==> src/rtl/multicycle_control_if.sv <==
// Bundle between the multi-cycle control FSM
// and the shared-ALU/shared-memory datapath.
interface multicycle_control_if #(
    parameter int CNT_W = 32
);
    logic [5:0]       Op_i;
    logic             mem_ready_i;
    logic             PCWrite_o;
    logic             PCWriteCond_o;
    logic             IorD_o;
    logic             MemRead_o;
    logic             MemWrite_o;
    logic             IRWrite_o;
    logic             RegDst_o;
    logic             MemtoReg_o;
    logic             RegWrite_o;
    logic             ALUSrcA_o;
    logic [1:0]       ALUSrcB_o;
    logic [1:0]       ALUOp_o;
    logic [1:0]       PCSource_o;
    logic             illegal_o;
    logic             buserr_o;
    logic [CNT_W-1:0] instret_o;
    logic [3:0]       state_o;

    modport master (
        input  Op_i,
        input  mem_ready_i,
        output PCWrite_o,
        output PCWriteCond_o,
        output IorD_o,
        output MemRead_o,
        output MemWrite_o,
        output IRWrite_o,
        output RegDst_o,
        output MemtoReg_o,
        output RegWrite_o,
        output ALUSrcA_o,
        output ALUSrcB_o,
        output ALUOp_o,
        output PCSource_o,
        output illegal_o,
        output buserr_o,
        output instret_o,
        output state_o
    );

    modport slave (
        output Op_i,
        output mem_ready_i,
        input  PCWrite_o,
        input  PCWriteCond_o,
        input  IorD_o,
        input  MemRead_o,
        input  MemWrite_o,
        input  IRWrite_o,
        input  RegDst_o,
        input  MemtoReg_o,
        input  RegWrite_o,
        input  ALUSrcA_o,
        input  ALUSrcB_o,
        input  ALUOp_o,
        input  PCSource_o,
        input  illegal_o,
        input  buserr_o,
        input  instret_o,
        input  state_o
    );
endinterface

==> src/rtl/multicycle_control.sv <==
// Multi-cycle MIPS control FSM: sequences fetch/decode/exec/mem/wb,
// stalls on memory ready, traps on illegal opcodes and bus timeouts.
module multicycle_control #(
    parameter int MEM_WAIT_MAX = 15,
    parameter int SUPPORT_ORI  = 1,
    parameter int CNT_W        = 32
) (
    input  logic clk_i,
    input  logic rst_i,
    multicycle_control_if.master bus
);

    typedef enum logic [3:0] {
        S_IDLE     = 4'd0,
        S_FETCH    = 4'd1,
        S_DECODE   = 4'd2,
        S_MEM_ADDR = 4'd3,
        S_MEM_RD   = 4'd4,
        S_WB_MEM   = 4'd5,
        S_MEM_WR   = 4'd6,
        S_EXEC_R   = 4'd7,
        S_WB_R     = 4'd8,
        S_EXEC_I   = 4'd9,
        S_WB_I     = 4'd10,
        S_BRANCH   = 4'd11,
        S_JUMP     = 4'd12,
        S_TRAP     = 4'd13
    } state_t;

    localparam logic [5:0] OP_R    = 6'h00;
    localparam logic [5:0] OP_J    = 6'h02;
    localparam logic [5:0] OP_BEQ  = 6'h04;
    localparam logic [5:0] OP_ADDI = 6'h08;
    localparam logic [5:0] OP_ORI  = 6'h0D;
    localparam logic [5:0] OP_LW   = 6'h23;
    localparam logic [5:0] OP_SW   = 6'h2B;

    // Counter only needs to reach MEM_WAIT_MAX-1; it saturates
    // so a disabled timeout never wraps into a false limit.
    localparam int WCW =
        (MEM_WAIT_MAX > 0) ? $clog2(MEM_WAIT_MAX + 1) : 1;
    localparam logic [WCW-1:0] WLIM = WCW'(MEM_WAIT_MAX - 1);
    localparam logic [WCW-1:0] WSAT = {WCW{1'b1}};

    state_t           state_q, state_d;
    logic [5:0]       op_q, op_d;
    logic [WCW-1:0]   wcnt_q, wcnt_d;
    logic [CNT_W-1:0] instret_q, instret_d;
    logic             illegal_q, illegal_d;
    logic             buserr_q, buserr_d;

    logic in_wait;
    logic timeout;
    logic retire;

    assign in_wait = (state_q == S_FETCH)
                  || (state_q == S_MEM_RD)
                  || (state_q == S_MEM_WR);

    // A ready arriving on the limit cycle wins over the timeout.
    assign timeout = (MEM_WAIT_MAX != 0)
                  && in_wait
                  && !bus.mem_ready_i
                  && (wcnt_q == WLIM);

    // State, latched opcode, wait counter, counter and sticky flags.
    always_ff @(posedge clk_i or posedge rst_i) begin
        if (rst_i) begin
            state_q   <= S_IDLE;
            op_q      <= '0;
            wcnt_q    <= '0;
            instret_q <= '0;
            illegal_q <= 1'b0;
            buserr_q  <= 1'b0;
        end else begin
            state_q   <= state_d;
            op_q      <= op_d;
            wcnt_q    <= wcnt_d;
            instret_q <= instret_d;
            illegal_q <= illegal_d;
            buserr_q  <= buserr_d;
        end
    end

    // Next-state sequencing, trap detection and retire accounting.
    always_comb begin
        state_d   = state_q;
        op_d      = op_q;
        illegal_d = illegal_q;
        buserr_d  = buserr_q;
        retire    = 1'b0;
        unique case (state_q)
            S_IDLE: state_d = S_FETCH;
            S_FETCH: begin
                if (bus.mem_ready_i) begin
                    state_d = S_DECODE;
                end else if (timeout) begin
                    state_d = S_TRAP;
                end
            end
            S_DECODE: begin
                op_d = bus.Op_i;
                case (bus.Op_i)
                    OP_R:    state_d = S_EXEC_R;
                    OP_ADDI: state_d = S_EXEC_I;
                    OP_ORI: begin
                        if (SUPPORT_ORI != 0) begin
                            state_d = S_EXEC_I;
                        end else begin
                            state_d   = S_TRAP;
                            illegal_d = 1'b1;
                        end
                    end
                    OP_LW,
                    OP_SW:   state_d = S_MEM_ADDR;
                    OP_BEQ:  state_d = S_BRANCH;
                    OP_J:    state_d = S_JUMP;
                    default: begin
                        state_d   = S_TRAP;
                        illegal_d = 1'b1;
                    end
                endcase
            end
            S_MEM_ADDR: begin
                if (op_q == OP_LW) begin
                    state_d = S_MEM_RD;
                end else begin
                    state_d = S_MEM_WR;
                end
            end
            S_MEM_RD: begin
                if (bus.mem_ready_i) begin
                    state_d = S_WB_MEM;
                end else if (timeout) begin
                    state_d = S_TRAP;
                end
            end
            S_WB_MEM: begin
                state_d = S_FETCH;
                retire  = 1'b1;
            end
            S_MEM_WR: begin
                if (bus.mem_ready_i) begin
                    state_d = S_FETCH;
                    retire  = 1'b1;
                end else if (timeout) begin
                    state_d = S_TRAP;
                end
            end
            S_EXEC_R: state_d = S_WB_R;
            S_WB_R: begin
                state_d = S_FETCH;
                retire  = 1'b1;
            end
            S_EXEC_I: state_d = S_WB_I;
            S_WB_I: begin
                state_d = S_FETCH;
                retire  = 1'b1;
            end
            S_BRANCH: begin
                state_d = S_FETCH;
                retire  = 1'b1;
            end
            S_JUMP: begin
                state_d = S_FETCH;
                retire  = 1'b1;
            end
            S_TRAP: state_d = S_TRAP;
            default: state_d = S_IDLE;
        endcase
        if (timeout) begin
            buserr_d = 1'b1;
        end
    end

    // Wait counter runs only while stalled in a memory state.
    always_comb begin
        wcnt_d = '0;
        if (in_wait && !bus.mem_ready_i && (state_d == state_q)) begin
            if (wcnt_q == WSAT) begin
                wcnt_d = wcnt_q;
            end else begin
                wcnt_d = wcnt_q + 1'b1;
            end
        end
    end

    // Retired-instruction counter, wraps naturally.
    always_comb begin
        instret_d = instret_q + {{(CNT_W-1){1'b0}}, retire};
    end

    // Datapath controls decoded from the current state.
    always_comb begin
        bus.PCWrite_o     = 1'b0;
        bus.PCWriteCond_o = 1'b0;
        bus.IorD_o        = 1'b0;
        bus.MemRead_o     = 1'b0;
        bus.MemWrite_o    = 1'b0;
        bus.IRWrite_o     = 1'b0;
        bus.RegDst_o      = 1'b0;
        bus.MemtoReg_o    = 1'b0;
        bus.RegWrite_o    = 1'b0;
        bus.ALUSrcA_o     = 1'b0;
        bus.ALUSrcB_o     = 2'b00;
        bus.ALUOp_o       = 2'b00;
        bus.PCSource_o    = 2'b00;
        unique case (state_q)
            S_FETCH: begin
                bus.MemRead_o = 1'b1;
                bus.ALUSrcB_o = 2'b01;
                bus.IRWrite_o = bus.mem_ready_i;
                bus.PCWrite_o = bus.mem_ready_i;
            end
            S_DECODE: begin
                bus.ALUSrcB_o = 2'b11;
            end
            S_MEM_ADDR: begin
                bus.ALUSrcA_o = 1'b1;
                bus.ALUSrcB_o = 2'b10;
            end
            S_MEM_RD: begin
                bus.MemRead_o = 1'b1;
                bus.IorD_o    = 1'b1;
            end
            S_WB_MEM: begin
                bus.RegWrite_o = 1'b1;
                bus.MemtoReg_o = 1'b1;
            end
            S_MEM_WR: begin
                bus.MemWrite_o = 1'b1;
                bus.IorD_o     = 1'b1;
            end
            S_EXEC_R: begin
                bus.ALUSrcA_o = 1'b1;
                bus.ALUOp_o   = 2'b11;
            end
            S_WB_R: begin
                bus.RegWrite_o = 1'b1;
                bus.RegDst_o   = 1'b1;
            end
            S_EXEC_I: begin
                bus.ALUSrcA_o = 1'b1;
                bus.ALUSrcB_o = 2'b10;
                if (op_q == OP_ORI) begin
                    bus.ALUOp_o = 2'b10;
                end
            end
            S_WB_I: begin
                bus.RegWrite_o = 1'b1;
            end
            S_BRANCH: begin
                bus.ALUSrcA_o     = 1'b1;
                bus.ALUOp_o       = 2'b01;
                bus.PCWriteCond_o = 1'b1;
                bus.PCSource_o    = 2'b01;
            end
            S_JUMP: begin
                bus.PCWrite_o  = 1'b1;
                bus.PCSource_o = 2'b10;
            end
            default: ;
        endcase
    end

    assign bus.illegal_o = illegal_q;
    assign bus.buserr_o  = buserr_q;
    assign bus.instret_o = instret_q;
    assign bus.state_o   = state_q;

endmodule
==> src/flat_wrapper.sv <==
// flat-port wrapper written by rule: the top's interface ports become plain ports
module multicycle_control_flat 
#(
    parameter int MEM_WAIT_MAX = 15,
    parameter int SUPPORT_ORI  = 1,
    parameter int CNT_W        = 32
)
  (clk_i, rst_i, bus_Op_i, bus_mem_ready_i, bus_PCWrite_o, bus_PCWriteCond_o, bus_IorD_o, bus_MemRead_o, bus_MemWrite_o, bus_IRWrite_o, bus_RegDst_o, bus_MemtoReg_o, bus_RegWrite_o, bus_ALUSrcA_o, bus_ALUSrcB_o, bus_ALUOp_o, bus_PCSource_o, bus_illegal_o, bus_buserr_o, bus_instret_o, bus_state_o);
  multicycle_control_if #(.CNT_W(CNT_W)) bus_i ();
  input  logic clk_i;
  input  logic rst_i;
  input wire logic [$bits(bus_i.Op_i)-1:0] bus_Op_i;
  input wire logic [$bits(bus_i.mem_ready_i)-1:0] bus_mem_ready_i;
  output wire logic [$bits(bus_i.PCWrite_o)-1:0] bus_PCWrite_o;
  output wire logic [$bits(bus_i.PCWriteCond_o)-1:0] bus_PCWriteCond_o;
  output wire logic [$bits(bus_i.IorD_o)-1:0] bus_IorD_o;
  output wire logic [$bits(bus_i.MemRead_o)-1:0] bus_MemRead_o;
  output wire logic [$bits(bus_i.MemWrite_o)-1:0] bus_MemWrite_o;
  output wire logic [$bits(bus_i.IRWrite_o)-1:0] bus_IRWrite_o;
  output wire logic [$bits(bus_i.RegDst_o)-1:0] bus_RegDst_o;
  output wire logic [$bits(bus_i.MemtoReg_o)-1:0] bus_MemtoReg_o;
  output wire logic [$bits(bus_i.RegWrite_o)-1:0] bus_RegWrite_o;
  output wire logic [$bits(bus_i.ALUSrcA_o)-1:0] bus_ALUSrcA_o;
  output wire logic [$bits(bus_i.ALUSrcB_o)-1:0] bus_ALUSrcB_o;
  output wire logic [$bits(bus_i.ALUOp_o)-1:0] bus_ALUOp_o;
  output wire logic [$bits(bus_i.PCSource_o)-1:0] bus_PCSource_o;
  output wire logic [$bits(bus_i.illegal_o)-1:0] bus_illegal_o;
  output wire logic [$bits(bus_i.buserr_o)-1:0] bus_buserr_o;
  output wire logic [$bits(bus_i.instret_o)-1:0] bus_instret_o;
  output wire logic [$bits(bus_i.state_o)-1:0] bus_state_o;
  assign bus_i.Op_i = bus_Op_i;
  assign bus_i.mem_ready_i = bus_mem_ready_i;
  assign bus_PCWrite_o = bus_i.PCWrite_o;
  assign bus_PCWriteCond_o = bus_i.PCWriteCond_o;
  assign bus_IorD_o = bus_i.IorD_o;
  assign bus_MemRead_o = bus_i.MemRead_o;
  assign bus_MemWrite_o = bus_i.MemWrite_o;
  assign bus_IRWrite_o = bus_i.IRWrite_o;
  assign bus_RegDst_o = bus_i.RegDst_o;
  assign bus_MemtoReg_o = bus_i.MemtoReg_o;
  assign bus_RegWrite_o = bus_i.RegWrite_o;
  assign bus_ALUSrcA_o = bus_i.ALUSrcA_o;
  assign bus_ALUSrcB_o = bus_i.ALUSrcB_o;
  assign bus_ALUOp_o = bus_i.ALUOp_o;
  assign bus_PCSource_o = bus_i.PCSource_o;
  assign bus_illegal_o = bus_i.illegal_o;
  assign bus_buserr_o = bus_i.buserr_o;
  assign bus_instret_o = bus_i.instret_o;
  assign bus_state_o = bus_i.state_o;
  multicycle_control #(.MEM_WAIT_MAX(MEM_WAIT_MAX), .SUPPORT_ORI(SUPPORT_ORI), .CNT_W(CNT_W)) u_core (.clk_i(clk_i), .rst_i(rst_i), .bus(bus_i));
endmodule
==> config.mk <==
export PLATFORM = sky130hd
export DESIGN_NAME = multicycle_control_flat
export DESIGN_NICKNAME = d
export VERILOG_FILES = /design/src/rtl/multicycle_control_if.sv /design/src/rtl/multicycle_control.sv /design/src/flat_wrapper.sv
export SDC_FILE = /design/constraint.sdc
export NUM_CORES = 1
export LEC_CHECK = 0
export CORE_ASPECT_RATIO = 0.8
export CORE_UTILIZATION = 46
export CTS_BUF_LIST = sky130_fd_sc_hd__clkbuf_8
export CTS_CLUSTER_DIAMETER = 120
export DETAILED_ROUTE_END_ITERATION = 6
export PLACE_DENSITY = 0.81
export SLEW_MARGIN = 20
export SYNTH_ARGS = -nofsm -noshare
export SYNTH_HDL_FRONTEND = slang
export SYNTH_SLANG_ARGS = --single-unit
==> constraint.sdc <==
create_clock -name clk_i -period 3.05 [get_ports clk_i]
set_clock_uncertainty 0.15 [all_clocks]
set_input_delay 0.61 -clock clk_i [delete_from_list [all_inputs] [get_ports clk_i]]
set_output_delay 0.61 -clock clk_i [all_outputs]
set_load 0.03 [all_outputs]
Word level (Yosys, flattened, before mapping)
Cells that the tools add are included.

Register bits after elaboration: 48. Output and inout bits: 54.

Add/subtract/negate cells: 2. Eq/ne operators: 25. Mux-type cells: 25. Bitwise gates (word level): 1. Reductions and logical operators: 19.

Operators with widths (count): 4-bit one-hot mux with 9 select lines (1); 32-bit by 1-bit adder with 32-bit output (1); 4-bit == test, second input constant (8); 4-bit two-way mux (6); 4-bit one-hot mux with 5 select lines (1); 6-bit by 4-bit == test with 1-bit output, second input constant (3); 6-bit == test, second input constant (3); 4-bit by 3-bit == test with 1-bit output, second input constant (4); 2-bit one-hot mux with 3 select lines (2); 1-bit two-way mux (10); 2-bit OR reduction (5); 4-bit by 2-bit == test with 1-bit output, second input constant (2); 7-bit OR reduction (1); 6-bit by 2-bit == test with 1-bit output, second input constant (1); 6-bit by 3-bit == test with 1-bit output, second input constant (1); 6-bit zero test (1); 6-bit OR reduction (1); 5-bit OR reduction (1); 4-bit by 1-bit adder with 4-bit output, second input constant (1); 4-bit by 1-bit == test with 1-bit output, second input constant (1); 4-bit == test (1); 4-bit zero test (1); 2-bit two-way mux (2); 1-bit one-hot mux with 2 select lines (2); 9 further kinds (12).

Longest topological paths before layout
Word-level depth: 11. Depth in mapped cells: 12. Mapped depth without buffers: 9.

Worst setup path before layout
No wires, ideal clock.

Kind: register to register. Start: register u_core.state_q[1], in the netlist u_core.bus.state_o[1]. End: register u_core.instret_q[28], in the netlist u_core.bus.instret_o[28]. Setup time: 80 ps. Arrival: 2859 ps. Required time: 2820 ps. Setup slack: -40 ps. Cell stages (with the launch flop): 12. Path through: dfrtp_1 clkbuf_1 clkbuf_1 a21oi_1 o22ai_1 ha_1 ha_1 inv_1 or4_4 buf_6 nor4_2 xor2_1.

Longest elaborated chain between the ends: 4. Elaborated cells between the ends (all ways): 9. Classes of those cells: add/sub (1); eq/ne (6); mux (1); reduce/logical (1).

Ends and longest elaborated chain: from (decl) (RTL line multicycle_control.sv:45) `state_t state_q, state_d;`; from (signal assigned) (RTL line multicycle_control.sv:76) `state_q <= state_d;`; 4-bit by 3-bit == test with 1-bit output or 4-bit == test (tied branches) (RTL line multicycle_control.sv:92) `unique case (state_q)`; 5-bit OR reduction (no source line); 1-bit one-hot mux with 2 select lines * (RTL line multicycle_control.sv:92); 32-bit by 1-bit adder with 32-bit output * (RTL line multicycle_control.sv:190) `instret_d = instret_q + {{(CNT_W-1){1'b0}}, retire};`; net u_core.instret_d[28] (RTL line multicycle_control.sv:48) `logic [CNT_W-1:0] instret_q, instret_d;`; to (signal assigned) (RTL line multicycle_control.sv:79) `instret_q <= instret_d;`; to (decl) (RTL line multicycle_control.sv:48).

Mark *: on every way through the listed nets, which the timed path passes. The rest lies on a longest branch. A chain may end at the register's enable or synchronous reset.

Worst setup path after layout
Start: input bus_mem_ready_i. End: output bus_PCWrite_o.

Longest elaborated chain between the ends: 1.

Ends and longest elaborated chain: from (decl) (RTL line flat_wrapper.sv:13) `input wire logic [$bits(bus_i.mem_ready_i)-1:0] bus_mem_ready_i;`; 1-bit one-hot mux with 2 select lines (RTL line multicycle_control.sv:208) `unique case (state_q)`; to (decl) (RTL line flat_wrapper.sv:14) `output wire logic [$bits(bus_i.PCWrite_o)-1:0] bus_PCWrite_o;`.

No other way between the ends.

==> impl_metrics.csv <==
group,metric,value,unit
status,status,"finished clean",
timing,setup_slack,0.09007,ns
pwr,powerDensity,667.6,nW/um^2
floorplanning,dieHeight,69.15,um
min_path,hp-class,"reg -> reg",
logic_synthesis,synthArstFlopShare,1.000,
clocking,cts_resized,0,
logic_synthesis,ys_warn_count,0,
clocking,cts_tree,"done",
cells_and_area,diodes,0,
setup_path,cp-start-kind,"input pin",
routing,dr_total_vias,2294,
place,placed_area,3357,um^2
pwr,netSwitchingPower,0.9500,mW
logic_synthesis,ys_ff_latch,48,
setup_path,path_cells,"clkdlybuf4s50_1 > buf_4 > inv_1 > nor2_1 > or2_2 > clkdlybuf4s50_1",
logic_synthesis,ys_types,48,
place,place_congestion,0.8431,
place,place_ws,-0.04717,ns
clocking,hold_buffers,0,
clocking,cts_sinks,48,
logic_synthesis,synth_edf_count,0,
clocking,cts-buffers-inserted,5,
timing,rsz0062_at_grt,"no",
logic_synthesis,synthesis.area,2592,um^2
setup_path,arrival,2.20,ns
floorplanning,fp.dieArea,5942,um^2
setup_path,setup.worst_path.class,"in -> out",
job,drv_cap,0,
place,dpl.hpwl,4513,um
timing,slew_viol_final,0,
pwr,power_frac_seq,0.375,
pwr,leakagePower,1.473,nW
routing,drc,0,
routing,viasPerCell,5.449,
pwr,p_int,1.343,mW
cells_and_area,area_growth,32.48,%
timing,setup_viol,0,
logic_synthesis,synth-main-ff-cell,"dfrtp_1",
global_routing,grtUsageTotal,0.2071,
timing,setup_tns,0,ns
cells_and_area,layout-drive-gt1-share,0.08455,
cells_and_area,design_area,3435,um^2
pwr,p_clk_frac,0.152,
global_routing,grt_max_degree,49,
routing,drtIter0Drc,150,
floorplanning,die_w,85.94,um
logic_synthesis,ys_seq_area_frac,0.4633,
clocking,cts.path.max_buffers,2,
floorplanning,ioPinCount,63,
timing,slew-limit-headroom,0.5662,
timing,finalHoldViolCount,0,
pwr,ir_drop,0.5581,mV
timing,min_period_over_period,0.9705,
clocking,cts_htree_levels,2,
setup_path,cp_max_fo,5,
routing,dr.pass1.iters,4,
routing,drt-total-wl,5961,um
setup_path,cp_data_required_time,2.29,ns
floorplanning,num_rows,24,
pwr,p_comb_frac,0.473,
setup_path,crit_path_frequent_cell,"clkdlybuf4s50_1",
global_routing,first_global_vias,2075,
cells_and_area,fin_nets,356,
logic_synthesis,syn-num-nets,286,
setup_path,crit_path_max_incr_delay,0.59,ns
cells_and_area,utilization,0.6319,
global_routing,grt_overflow,0,
pwr,p_sw_frac,0.4143,
clocking,cts.reportedPaths.clkPinSlew,0.08,ns
place,port_buffers,62,
floorplanning,initial_core_util,0.4770,
setup_path,cp-end-kind,"output pin",
timing,tightest_slew,0.6458,ns
floorplanning,core_area,5435,um^2
timing,max_freq,337.8,MHz
logic_synthesis,syn_area_per_cell,9.496,um^2
global_routing,grt_pass1_wl,9694,um
routing,ant_nets,0,
clocking,post_cts_buffers,0,
timing,fin_crit,2.960,ns
global_routing,antenna_found_initial,0,
setup_path,cp_slowest_cell,"clkdlybuf4s50_1",
logic_synthesis,syn_inst,273,
routing,wl_per_cell,14.16,um
clocking,insertion_delay,0.29,ns
clocking,root_buffer,"clkbuf_8",
[placed cells by master (no fill, tap or decap), drive strengths merged, types with 3 or more instances in the layout]
cell type / netlist / layout
a21oi: 8 / 8
a31oi: 3 / 3
and3: 3 / 3
and4: 4 / 4
buf: 2 / 11
clkbuf: 8 / 5
clkdlybuf4s50: 0 / 62
dfrtp: 48 / 48
ha: 4 / 4
inv: 8 / 9
nand2: 37 / 37
nand2b: 7 / 7
nand3: 19 / 19
nand4: 9 / 9
nor2: 23 / 23
nor2b: 6 / 6
nor3: 10 / 10
nor4: 7 / 7
o21ai: 3 / 3
xnor2: 19 / 19
xor2: 13 / 13
[path summary, 6_finish.rpt]
path                                       start                        to  slack (ns)  cells after the start
max                              bus_mem_ready_i             bus_PCWrite_o        0.09                      6
min                          u_core.bus.buserr_o       u_core.bus.buserr_o        0.32                      1
min reg2reg                  u_core.bus.buserr_o       u_core.bus.buserr_o        0.32                      1
min in group asynchronous                  rst_i          u_core.wcnt_q[2]        0.52                      3
max in group asynchronous                  rst_i   u_core.bus.instret_o[2]        2.01                      3
max reg2reg                u_core.bus.state_o[0]  u_core.bus.instret_o[28]        0.25                     10
[state kept, by name, indices dropped and copies added, names as in the netlist]
signal,flops
u_core.op_q,6
u_core.bus.illegal_o,1
u_core.wcnt_q,4
u_core.bus.state_o,4
u_core.bus.buserr_o,1
u_core.bus.instret_o,32
[per-layer routing]
metal	GRT usage	wire, um	part of all wire
met1	0.3082	2839	0.48
met4	0.07037	80	0.013
met3	0.03713	338	0.057
met2	0.3042	2703	0.45
met5	0	0	0
[power by group through the flow]
| stage | logic, mW | clock network, mW | registers [mW] |
|---|---|---|---|
| 2_1_floorplan | 0.572 | 0 | 0.958 |
| 3_3_place_gp | 1.06 | 0 | 0.867 |
| 3_5_place_dp | 1.08 | 0 | 0.871 |
| 4_1_cts | 1.08 | 0.358 | 0.859 |
| 5_1_grt | 1.17 | 0.381 | 0.876 |
| 6_report | 1.08 | 0.348 | 0.861 |
[synthesized netlist by cell type (all sizes together) (4+ instances only)]
master	instances	area, um^2
nand4	9	62.56
xor2	13	113.9
nor4	7	77.58
dfrtp	48	1201
nor3	10	50.05
and4	4	36.29
a21oi	8	40.04
nor2	23	86.33
ha	4	50.05
nand2	37	138.9
nor2b	6	37.54
nand3	19	95.09
nand2b	7	43.79
clkbuf	8	30.03
inv	8	30.03
xnor2	19	166.4
[metrics by stage]
step	total power, mW	instances	hold WS (ns)
floorplan	1.531	273	0.2879
global placement	1.928	414	0.3032
detailed placement	1.951	414	0.3080
CTS	2.301	421	0.3289
global route	2.430	421	0.3364
finish	2.293	421	0.3200
[critical path, delay by kind of cell]
kind,cells,cell delay (ns)
AND/OR/NAND/NOR,2,0.34
buffers and inverters,4,1.24
[kinds of logic after synthesis]
family | synth area share
buf+inv | 0.03041
fa+ha+maj | 0.02317
compound gates | 0.08446
mux | 0.004343
xor+xnor | 0.1081
flops | 0.4633
simple gates | 0.2862
[final cells by class]
class / count / area [um^2]
Multi-Input combinational cell: 207 / 1313
Clock inverter: 2 / 8.758
Inverter: 8 / 30.03
Timing Repair Buffer: 73 / 715.7
Tap cell: 78 / 97.59
Clock buffer: 5 / 68.82
Fill cell: 448 / 2001
Sequential cell: 48 / 1201
No activity file was read; power rests on OpenSTA's default activity.
